`config.mk`:
```
export PLATFORM = sky130hd
export DESIGN_NAME = sim_time
export DESIGN_NICKNAME = d
export VERILOG_FILES = /design/src/rtl/sim_time_pkg.sv /design/src/rtl/sim_time_ns_acc.sv /design/src/rtl/sim_time.sv
export SDC_FILE = /design/constraint.sdc
export NUM_CORES = 1
export LEC_CHECK = 0
export BUFFER_PORTS_ARGS = -buffer_cell sky130_fd_sc_hd__buf_2
export CORE_UTILIZATION = 25
export DETAILED_ROUTE_END_ITERATION = 16
export SLEW_MARGIN = 0
export SYNTH_ARGS = -nofsm -noshare
export SYNTH_HDL_FRONTEND = slang
export SYNTH_HIERARCHICAL = 1
export SYNTH_SLANG_ARGS = --single-unit
```
`constraint.sdc`:
```
create_clock -name clk_i -period 6.46 [get_ports clk_i]
set_input_delay 1.615 -clock clk_i [delete_from_list [all_inputs] [get_ports clk_i]]
set_output_delay 1.615 -clock clk_i [all_outputs]
set_load 0.005 [all_outputs]
```
`src/rtl/sim_time_pkg.sv`:
```
// Shared types and constants for the sim_time time base.
package sim_time_pkg;

  localparam int TIME_W            = 64;
  localparam int PS_PER_NS         = 1000;
  localparam int DEFAULT_PERIOD_PS = 10000;
  localparam longint unsigned MHZ  = 64'd1_000_000;

  typedef logic [TIME_W-1:0] time_t;

  typedef enum logic {
    ST_IDLE,
    ST_BUSY
  } delay_state_t;

  // Clock period in picoseconds for a frequency given in Hz (0 Hz yields 0).
  function automatic time_t freq2period_ps(input time_t freq);
    time_t ps_per_s;
    ps_per_s = 64'd1_000_000_000_000;
    if (freq == '0) return '0;
    return ps_per_s / freq;
  endfunction

endpackage

```
`src/rtl/sim_time_ns_acc.sv`:
```
// Nanosecond counter that follows the picosecond counter using a remainder
// carry instead of a divider.
module sim_time_ns_acc #(
  parameter int PERIOD_PS = sim_time_pkg::DEFAULT_PERIOD_PS,
  parameter int TIME_W    = sim_time_pkg::TIME_W,
  parameter int PS_PER_NS = sim_time_pkg::PS_PER_NS
) (
  input  logic              clk,
  input  logic              rst,
  output logic [TIME_W-1:0] ns_count
);

  localparam logic [TIME_W-1:0] Q_C     = TIME_W'(PERIOD_PS / PS_PER_NS);
  localparam logic [TIME_W-1:0] Q1_C    = Q_C + TIME_W'(1);
  localparam logic [31:0]       R_C     = 32'(PERIOD_PS % PS_PER_NS);
  localparam logic [31:0]       LIMIT_C = 32'(PS_PER_NS);

  logic [31:0] rem;
  logic [31:0] rem_sum;

  assign rem_sum = rem + R_C;

  // The remainder stays below PS_PER_NS, so one conditional subtract suffices.
  always_ff @(posedge clk) begin
    if (rst) begin
      rem      <= '0;
      ns_count <= '0;
    end else if (rem_sum >= LIMIT_C) begin
      rem      <= rem_sum - LIMIT_C;
      ns_count <= ns_count + Q1_C;
    end else begin
      rem      <= rem_sum;
      ns_count <= ns_count + Q_C;
    end
  end

endmodule

```
`src/rtl/sim_time.sv`:
```
// Free-running ps/ns timestamp with a one-shot picosecond delay timer.
// Optional lap/period capture is enabled by defining SIM_TIME_LAP_EN.
module sim_time #(
  parameter int PERIOD_PS = sim_time_pkg::DEFAULT_PERIOD_PS,
  parameter int TIME_W    = sim_time_pkg::TIME_W,
  parameter int PS_PER_NS = sim_time_pkg::PS_PER_NS
) (
  input  logic              clk_i,
  input  logic              rst_i,
  input  logic              unit_ps_i,
  output logic [TIME_W-1:0] now_o,
  input  logic              wait_start_i,
  input  logic [TIME_W-1:0] wait_time_i,
  output logic              busy_o,
  output logic              done_o
`ifdef SIM_TIME_LAP_EN
  ,
  input  logic              capture_i,
  output logic [TIME_W-1:0] lap_o,
  output logic [TIME_W-1:0] delta_o
`endif
);

  import sim_time_pkg::*;

  localparam logic [TIME_W-1:0] PERIOD_C = TIME_W'(PERIOD_PS);

  logic [TIME_W-1:0] ps_count;
  logic [TIME_W-1:0] ns_count;
  logic [TIME_W-1:0] target;
  logic [TIME_W-1:0] target_next;
  logic [TIME_W-1:0] diff;
  logic              expired;
  logic              done;
  logic              done_next;
  delay_state_t      state;
  delay_state_t      state_next;

  always_ff @(posedge clk_i) begin
    if (rst_i) ps_count <= '0;
    else       ps_count <= ps_count + PERIOD_C;
  end

  sim_time_ns_acc #(
    .PERIOD_PS (PERIOD_PS),
    .TIME_W    (TIME_W),
    .PS_PER_NS (PS_PER_NS)
  ) u_ns_acc (
    .clk      (clk_i),
    .rst      (rst_i),
    .ns_count (ns_count)
  );

  assign now_o = unit_ps_i ? ps_count : ns_count;

  // Sign of the wrapping difference keeps the compare valid across counter wrap.
  assign diff    = target - ps_count;
  assign expired = diff[TIME_W-1] | (diff == '0);

  always_ff @(posedge clk_i) begin
    if (rst_i) begin
      state  <= ST_IDLE;
      done   <= 1'b0;
      target <= '0;
    end else begin
      state  <= state_next;
      done   <= done_next;
      target <= target_next;
    end
  end

  always_comb begin
    state_next  = state;
    done_next   = 1'b0;
    target_next = target;
    case (state)
      ST_IDLE: begin
        if (wait_start_i) begin
          target_next = ps_count + wait_time_i;
          state_next  = ST_BUSY;
        end
      end
      ST_BUSY: begin
        if (expired) begin
          done_next  = 1'b1;
          state_next = ST_IDLE;
        end
      end
      default: state_next = ST_IDLE;
    endcase
  end

  assign busy_o = (state == ST_BUSY);
  assign done_o = done;

`ifdef SIM_TIME_LAP_EN
  always_ff @(posedge clk_i) begin
    if (rst_i) begin
      lap_o   <= '0;
      delta_o <= '0;
    end else if (capture_i) begin
      lap_o   <= ps_count;
      delta_o <= ps_count - lap_o;
    end
  end
`endif

endmodule

```
==> flow_summary.toml, run 1 <==
[sta]
grt_setup_unrepaired = "false"
worst_pin_slew_ns = 1.000
hold_ws_ns = 0.4543
slew_headroom = 0.3272
setup_tns_ns = 0
period_needed_ns = 4.903
fmax_mhz = 203.9
period_share = 0.7590
finalMaxSlewViolations = 0
clock_skew_ns = 0.01471
finalHoldViolCount = 0
setup_viol = 0

[synthesis]
synth.avg_cell_area_um2 = 7.491
synth_top_area_share = 0.2477
ys_seq_area_frac = 0.2477
ys.flop_type = "dfxtp_1"
netlist_area_um2 = 17700
ys_types = 92
synth_top_area_cell = "dfxtp_1"
synthTopCellsByArea = "dfxtp_1, ha_1, a21oi_1"
ys_ff_latch = 219
ys_warn_count = 6
synth_nets = 2557
synth_common_cells = "nand2_1, a21oi_1, dfxtp_1"
synth_edf_count = 0
netlist_instances = 2363
synthArstFlopShare = 0
synth.most_common_cell = "nand2_1"

[setup_path]
cp_slowest_cell = "a2111oi_0"
r2r_end = "done_o"
critPathKind = "input pin to register"
critPathCaptureType = "register"
r2r_slack_ns = 1.56
required_ns = 6.94
max_stage_delay_ns = 0.76
cp_num_buf_inv = 2
reg2reg_depth = 14
cpMostUsedCell = "a21oi_1"
critPathLaunchType = "input pin"
crit_family = "compound AO/OA/AOI/OAI gates"
r2r-start = "ps_count[5]"
cp.arrival_ns = 5.38
crit_fanout = 4
path_cells = "buf_2 -> ha_1 -> inv_1 -> fa_1 -> nand2b_1 -> a21oi_1 -> o211ai_1 -> o31ai_1 -> o21ai_0 -> a2111oi_0 -> o2111ai_1 -> a31oi_1 -> a21oi_1 -> xnor2_1 -> nand2_1 -> a21oi_1"

[finish]
drive_gt1_frac = 0.1225
diodes = 0
nNetsFinal = 2615
syn_to_final_growth_pct = 13.03
stdcell_count = 3380

[floorplan]
core-area_um2 = 70030
die-area_um2 = 71870
initial_core_util = 0.2528
io_pins = 134
rows = 97
die_h_um = 268.1
die_x_um = 268.1

[power_and_ir_drop]
seq_power_share = 0.320
irDropWorstVdd_uv = 304.9
p_sw_frac = 0.3847
p_sw_w = 0.001950
combinationalPowerShare = 0.389
leakagePower_nw = 7.973
clockPowerShare = 0.291
power_density_nw_per_um2 = 253.4
p_int_w = 0.003120

[cts]
cts_made_buffers = 26
cts_buffer_depth = 3
clkTransAtPathRegs_ns = 0.06
clock_sinks = 219
clk-insertion-delay-late_ns = 0.56
htreeDepth = 1
holdBufCountCts = 0
cts_tree = "built"
ctsResizeCount = 0
postCtsSetupBuffers = 0
clock-root-buffer = "clkbuf_16"

[routing]
drt_first_pass_iters = 5
drt_wl_total_mm = 59.02
drt_iter0_markers = 1283
drc = 0
final_antenna_net_count = 0
wl_per_cell_um = 17.46
vias = 17400
vias_per_cell = 5.147

[place]
gp_routability_congestion = 0.9289
dp_cells = 3333
place.port_buffers = 133
hpwl_mm = 47.17

[run]
maxCapViolCount = 0

[grt]
grt_antenna_before_repair = 3
track_usage = 0.1596
grt_pass1_vias = 16050
grt_max_degree = 115
grt-ovfl-total = 0
grt_first_pass_wirelength_mm = 91.33

[hold_path]
hold_end = "target[16]"
min_delay_path_depth = 2
hp-class = "register to register"
hp-start = "target[16]"

[outcome]
status = "finished clean"
state kept, by name (all words and copies together) (netlist names):
signal / flops
target: 64
u_ns_acc/ns_count: 64
ps_count: 60
u_ns_acc/rem: 29
busy_o: 1
done_o: 1
worst reg2reg max path: cells and delay by family, from the launching register on:
family	cells	cell delay (ns)
AO/OA/AOI/OAI	7	2.14
AND/OR/NAND/NOR	4	1.36
flip-flops	1	0.48
XOR/XNOR	1	0.19
adder cells (fa/ha/maj)	1	0.50
buffers and inverters	1	0.18
placed cells by master, fill, tap and decap left out, types with 19 or more instances in the layout:
master,n
buf_2,132
nand2_1,274
or3_1,51
inv_1,104
clkbuf_16,27
nor3_1,63
a21o_1,53
nand3_1,69
xor2_1,45
o21bai_1,22
nand4_1,71
o211ai_1,19
a211oi_1,19
xnor2_1,135
ha_1,124
a21oi_1,254
nor4_1,33
nor2_1,216
dfxtp_1,219
mux2_2,65
o21a_1,19
nor2b_1,20
o21ai_0,108
routing by layer:
layer / GRT usage / share of wire
met5: 0 / 0.00058
met1: 0.2070 / 0.45
met3: 0.01878 / 0.042
met2: 0.2660 / 0.46
met4: 0.06749 / 0.043
power by group through the flow:
stage	Clock, W	Sequential, W	Combinational [W]
after CTS	0.00151	0.00162	0.00195
after global routing	0.00156	0.00164	0.00217
after floorplan	0	0.00161	0.00150
after global placement	0	0.00165	0.00195
after detailed placement	0	0.00165	0.00194
final	0.00148	0.00162	0.00197
cell type report:
type,instances,area [um^2]
repair buffers,146,782.0
clock inverters,8,52.55
flip-flops and latches,219,4384
well taps,940,1176
multi-input cells,1923,12410
fillers,7643,50020
clock buffers,39,810.8
inverters,105,394.1
kinds of logic after synthesis:
logic type,after synthesis,synth area share
buffers and inverters,221,0.05223
AO/OA/AOI/OAI,629,0.2219
adder cells (fa/ha/maj),126,0.08991
XOR/XNOR,180,0.08906
multiplexers,76,0.04905
AND/OR/NAND/NOR,912,0.2502
flip-flops,219,0.2477
metrics by stage:
stage	instance area, um^2	power [W]	util	worst slack [ns]
2_1_floorplan	17700	0.003110	-	1.817
3_3_place_gp	19150	0.003596	0.2734	1.098
3_5_place_dp	19150	0.003590	0.2734	1.051
4_1_cts	20010	0.005088	0.2857	1.599
5_1_grt	20010	0.005373	0.2857	1.258
6_report	20010	0.005070	0.2857	1.557
worst max-delay path by stage:
stage | end | startpoint | cells past startpoint | slack, ns
floorplan | target[63] | wait_time_i[27] | 12 | 1.82
global placement | target[48] | wait_time_i[4] | 16 | 1.10
detailed placement | target[44] | wait_time_i[4] | 16 | 1.05
CTS | target[44] | wait_time_i[4] | 16 | 1.60
global route | target[44] | wait_time_i[4] | 16 | 1.26
finish | target[44] | wait_time_i[4] | 16 | 1.56
Note: power is estimated with default switching activity, not from simulation.
==> inputs of run 2 (changes only) <==
==> constraint.sdc (replaced) <==
create_clock -name clk_i -period 4.48 [get_ports clk_i]
set_input_delay 1.12 -clock clk_i [delete_from_list [all_inputs] [get_ports clk_i]]
set_output_delay 1.12 -clock clk_i [all_outputs]
set_load 0.005 [all_outputs]
==> flow_summary.toml, run 2 (synthesis results as in run 1) <==
[finish]
reg.largest.list = "target: 64 flops, u_ns_acc/ns_count: 64 flops, ps_count: 60 flops"
stdcell_count = 3492
drive_gt1_frac = 0.1764
syn_to_final_growth_pct = 19.86
nNetsFinal = 2726
fillers = 7545
final_common_cell = "nand2_1"
final_cell_mix = "nand2_1, a21oi_1, dfxtp_1"
fin_util = 0.3030

[floorplan]
rows = 97
die_x_um = 268.1
die_h_um = 268.1
die-area_um2 = 71870
initial_core_util = 0.2528
io_pins = 134
core-area_um2 = 70030

[outcome]
status = "finished clean"

[cts]
cts_tree = "built"
clkTransAtPathRegs_ns = 0.07
clk-insertion-delay-late_ns = 0.56
cts_buffer_depth = 3
clock-root-buffer = "clkbuf_16"
cts_made_buffers = 25
htreeDepth = 1
clock_sinks = 219

[routing]
vias = 18030
wl_per_cell_um = 17.43
drt_iter0_markers = 1222
drt_first_pass_iters = 6
vias_per_cell = 5.163
final_antenna_net_count = 0
drt_wl_total_mm = 60.88
drc = 0

[setup_path]
cp.arrival_ns = 4.77
crit_fanout = 8
required_ns = 4.91
critPathLaunchType = "register"
critPathKind = "register to register"
critPathCaptureType = "register"

[power_and_ir_drop]
p_sw_frac = 0.3727
p_int_w = 0.004892
clockPowerShare = 0.305
leakagePower_nw = 8.601
p_sw_w = 0.002907
power_density_nw_per_um2 = 367.5
combinationalPowerShare = 0.397
irDropWorstVdd_uv = 485.6
seq_power_share = 0.298

[place]
place.port_buffers = 133
hpwl_mm = 48.47
dp_cells = 3441
gp_routability_congestion = 0.9515

[sta]
finalHoldViolCount = 0
period_share = 0.9698
slew_headroom = 0.3130
period_needed_ns = 4.345
setup_viol = 0
worst_pin_slew_ns = 1.021
fmax_mhz = 230.2
finalMaxSlewViolations = 0
grt_setup_unrepaired = "false"
clock_skew_ns = 0.02663

[grt]
track_usage = 0.1637
grt-ovfl-total = 0
grt_pass1_vias = 16870
grt_max_degree = 92
grt_first_pass_wirelength_mm = 94.21
grt_antenna_before_repair = 4

[hold_path]
hp-class = "register to register"

[run]
maxCapViolCount = 0
run 2: worst max-delay path, cell delays in order (launching register included):
cell and delay (ns):
dfxtp_1 0.42, inv_1 0.16, ha_2 0.37, a21o_1 0.21
a22o_2 0.31, or4_4 0.57, nor4_4 0.27, o2111ai_2 0.19
a2111oi_4 0.30, nand4_1 0.13, or4_4 0.44, or4_4 0.45
o41ai_4 0.30, o21ai_1 0.10
run 2: metrics by stage:
| stage | power [W] | worst slack [ns] | hold WS (ns) | cell area [um^2] | setup TNS, ns |
|---|---|---|---|---|---|
| 6_report | 0.007798 | 0.1352 | 0.4527 | 21220 | 0 |
| 5_1_grt | 0.008238 | 0.001585 | 0.4705 | 21220 | 0 |
| 4_1_cts | 0.007715 | 0.02382 | 0.4558 | 20920 | 0 |
| 3_5_place_dp | 0.005308 | -0.03708 | 0.4486 | 19970 | -0.04851 |
| 3_3_place_gp | 0.005307 | -0.03744 | 0.4447 | 19970 | -0.06288 |
| 2_1_floorplan | 0.004484 | 0.3324 | 0.4313 | 17700 | 0 |
run 2: layout make-up:
cell class / count / area, um^2 / share of cell area
antenna: 1 / 2.502 / 0.0001179
clock buffer: 32 / 711.9 / 0.03355
clock inverter: 14 / 235.2 / 0.01109
inverter: 105 / 394.1 / 0.01858
multi-input combinational: 1923 / 12670 / 0.5972
sequential: 219 / 4387 / 0.2067
tap: 940 / 1176 / 0.05543
timing repair buffer: 258 / 1639 / 0.07725
run 2: metal layers:
layer	vias up	part of all wire	track usage
met2	470	0.47	0.2797
met4	6	0.046	0.07614
met3	130	0.042	0.01998
met5	-	0.00067	0
li1	8867	-	-
met1	8557	0.44	0.2039
run 2: final timing paths:
kind	startpoint	slack [ns]	cells past startpoint	to
max	ps_count[56]	0.14	13	busy_o
min	target[4]	0.45	2	target[4]
max reg2reg	ps_count[56]	0.14	13	busy_o
min reg2reg	target[4]	0.45	2	target[4]
run 2: repair_timing:
action                     CTS  global route
hold buffers                 0             0
buffers inserted             0             4
setup endpoints to repair    0             2
gates resized for setup      0            49
run 2: power groups by stage:
stage	clock, W	sequential [W]	combinational (W)
5_1_grt	0.00249	0.00235	0.00340
3_3_place_gp	0	0.00236	0.00295
4_1_cts	0.00243	0.00232	0.00297
6_report	0.00238	0.00232	0.00310
3_5_place_dp	0	0.00236	0.00295
2_1_floorplan	0	0.00231	0.00217
==> inputs of run 3 (changes only) <==
--- a/config.mk
+++ b/config.mk
@@ -5,11 +5,11 @@
 export SDC_FILE = /design/constraint.sdc
 export NUM_CORES = 1
 export LEC_CHECK = 0
+export ABC_CLOCK_PERIOD_IN_PS = 4480
 export BUFFER_PORTS_ARGS = -buffer_cell sky130_fd_sc_hd__buf_2
 export CORE_UTILIZATION = 25
 export DETAILED_ROUTE_END_ITERATION = 16
 export SLEW_MARGIN = 0
 export SYNTH_ARGS = -nofsm -noshare
 export SYNTH_HDL_FRONTEND = slang
-export SYNTH_HIERARCHICAL = 1
 export SYNTH_SLANG_ARGS = --single-unit
==> flow_summary.toml, run 3 <==
[setup_path]
path_cells = "inv_1 -> ha_1 -> and3_1 -> a221oi_1 -> o211ai_1 -> a21o_1 -> nand2_1 -> mux2_1 -> nor4_1 -> nand4_1 -> nor4_1 -> o2111ai_1 -> o41a_1"
cpMostUsedCell = "nor4_1"
reg2reg_depth = 13
critPathCaptureType = "register"
critPathLaunchType = "register"
critPathKind = "register to register"
r2r_slack_ns = 0.23
cp.arrival_ns = 4.68
r2r_end = "busy_o"
crit_fanout = 7
max_stage_delay_ns = 0.52
required_ns = 4.90
r2r-start = "ps_count[9]"
cp_slowest_cell = "a221oi_1"

[place]
place.port_buffers = 133
preCtsSetupSlack_ns = -0.2028
gp_routability_congestion = 0.9106
hpwl_mm = 43.11

[grt]
grt_pass1_vias = 15790
track_usage = 0.1492
grt-ovfl-total = 0
grt_max_degree = 127
grt_antenna_before_repair = 0
grt_first_pass_wirelength_mm = 85.57

[finish]
nNetsFinal = 2619
final_cell_mix = "nand2_1, nor2_1, dfxtp_1"
final_common_cell = "nand2_1"
diodes = 0
syn_to_final_growth_pct = 16.20
reg.largest.list = "target: 64 flops, u_ns_acc.ns_count: 64 flops, ps_count: 60 flops"
drive_gt1_frac = 0.1406
fin_util = 0.2936

[run]
maxCapViolCount = 0

[cts]
postCtsSetupBuffers = 0
cts_buffer_depth = 3
cts_tree = "built"
clock_sinks = 219
clkTransAtPathRegs_ns = 0.06
htreeDepth = 1
cts_made_buffers = 26
clock-root-buffer = "clkbuf_16"
holdBufCountCts = 0
clk-insertion-delay-late_ns = 0.57

[sta]
setup_viol = 0
setup_slack_ns = 0.2263
period_needed_ns = 4.254
finalHoldViolCount = 0
grt_setup_unrepaired = "false"
worst_pin_slew_ns = 0.7502
finalMaxSlewViolations = 0
slew_headroom = 0.4953
clock_skew_ns = 0.03767
fmax_mhz = 235.1
period_share = 0.9495

[synthesis]
synth_common_cells = "nand2_1, nor2_1, dfxtp_1"
synth.most_common_cell = "nand2_1"
ys.flop_type = "dfxtp_1"
ys_ff_latch = 219
synth_nets = 2481
synth.avg_cell_area_um2 = 7.577
ys_seq_area_frac = 0.2530
synth_top_area_share = 0.2530
ys_warn_count = 0
synthTopCellsByArea = "dfxtp_1, ha_1, xnor2_1"
synthArstFlopShare = 0
netlist_area_um2 = 17330
ys_types = 98
synth_top_area_cell = "dfxtp_1"
synth_edf_count = 0
netlist_instances = 2287

[floorplan]
die_x_um = 265.3
core-area_um2 = 68590
io_pins = 134
rows = 96
die-area_um2 = 70370
die_h_um = 265.3
initial_core_util = 0.2527

[power_and_ir_drop]
irDropWorstVdd_uv = 347.9
p_sw_w = 0.002741
leakagePower_nw = 8.494
finalPower_w = 0.007231
seq_power_share = 0.321
combinationalPowerShare = 0.394
p_int_w = 0.004490
clockPowerShare = 0.285
power_density_nw_per_um2 = 359.1
p_sw_frac = 0.3791

[hold_path]
hp-start = "target[32]"
hold_end = "target[32]"
min_delay_path_depth = 2
hp-class = "register to register"

[outcome]
status = "finished clean"

[routing]
drc = 0
wl_per_cell_um = 15.93
vias_per_cell = 4.933
drt_first_pass_iters = 6
vias = 16630
drt_wl_total_mm = 53.70
drt_iter0_markers = 1095
final_antenna_net_count = 0
## run 3: cell count changes in the layout (fill, tap and decap cells not counted), sizes merged, moves of 9 or more
cell	delta
or4	-10
and4	+9
nand4	-15
nor3	-22
mux2	-11
buf	-54
xor2	+13
or3	-14
nor2	+35
a21oi	-40
and3	+19
## run 3: layer usage
| layer | global-route usage | up-vias | part of all wire |
|---|---|---|---|
| met5 | 0 | - | 0 |
| met4 | 0.06155 | 0 | 0.040 |
| met3 | 0.01731 | 100 | 0.040 |
| met2 | 0.2461 | 364 | 0.45 |
| met1 | 0.1964 | 7711 | 0.47 |
| li1 | - | 8454 | - |
## run 3: worst max-delay path, delay by kind of cell, from the launching register on
family / cells / cell delay (ns)
flip-flops: 1 / 0.45
multiplexers: 1 / 0.32
AND/OR/NAND/NOR: 5 / 1.21
AO/OA/AOI/OAI: 5 / 1.56
buffers and inverters: 1 / 0.14
adder cells (fa/ha/maj): 1 / 0.40
## run 3: cells by family (layout without fill, tap and decap cells)
group,count (synthesis),after routing,share of synthesized area
compound gates,589,589,0.2195
xor+xnor,194,194,0.09805
fa+ha+maj,126,126,0.09184
buf+inv,200,353,0.04881
flops,219,219,0.2530
mux,65,65,0.04152
simple gates,894,894,0.2473
## run 3: stage by stage
step	TNS [ns]	std cells	hold slack, ns	instance area (um^2)
finish	0	3371	0.4537	20140
global route	0	3371	0.4706	20140
CTS	0	3371	0.4574	20130
detailed placement	-0.5098	3328	0.4497	19300
global placement	-0.3453	3328	0.4434	19300
floorplan	0	2287	0.4313	17330
## run 3: how the worst max path moves through the flow
| stage | from | endpoint | slack (ns) | cells after the start |
|---|---|---|---|---|
| 2_1_floorplan | wait_time_i[4] | target[40] | 0.30 | 14 |
| 3_3_place_gp | wait_time_i[4] | target[40] | -0.12 | 15 |
| 3_5_place_dp | wait_time_i[4] | target[40] | -0.20 | 15 |
| 4_1_cts | target[4] | busy_o | 0.01 | 15 |
| 5_1_grt | ps_count[9] | busy_o | 0.003 | 13 |
| 6_report | ps_count[9] | busy_o | 0.23 | 13 |
## run 3: power groups by stage
stage,combinational [W],sequential [W],clock (W)
final,0.00285,0.00232,0.00206
after detailed placement,0.00280,0.00236,0
after CTS,0.00282,0.00232,0.00211
after global placement,0.00279,0.00236,0
after floorplan,0.00213,0.00232,0
after global routing,0.00317,0.00235,0.00218
## run 3: final cells by class
cell class	instances	area, um^2
Fill cell	7451	48450
Multi-Input combinational cell	1868	12140
Sequential cell	219	4384
Timing Repair Buffer	204	1242
Tap cell	931	1165
Clock buffer	32	703.2
Inverter	106	397.9
Clock inverter	11	108.9
## run 3: repair_timing
item	CTS	global route
pin swaps	0	4
resized for setup	2	2
endpoints found under the setup margin	1	2
endpoints found under the hold margin	0	0
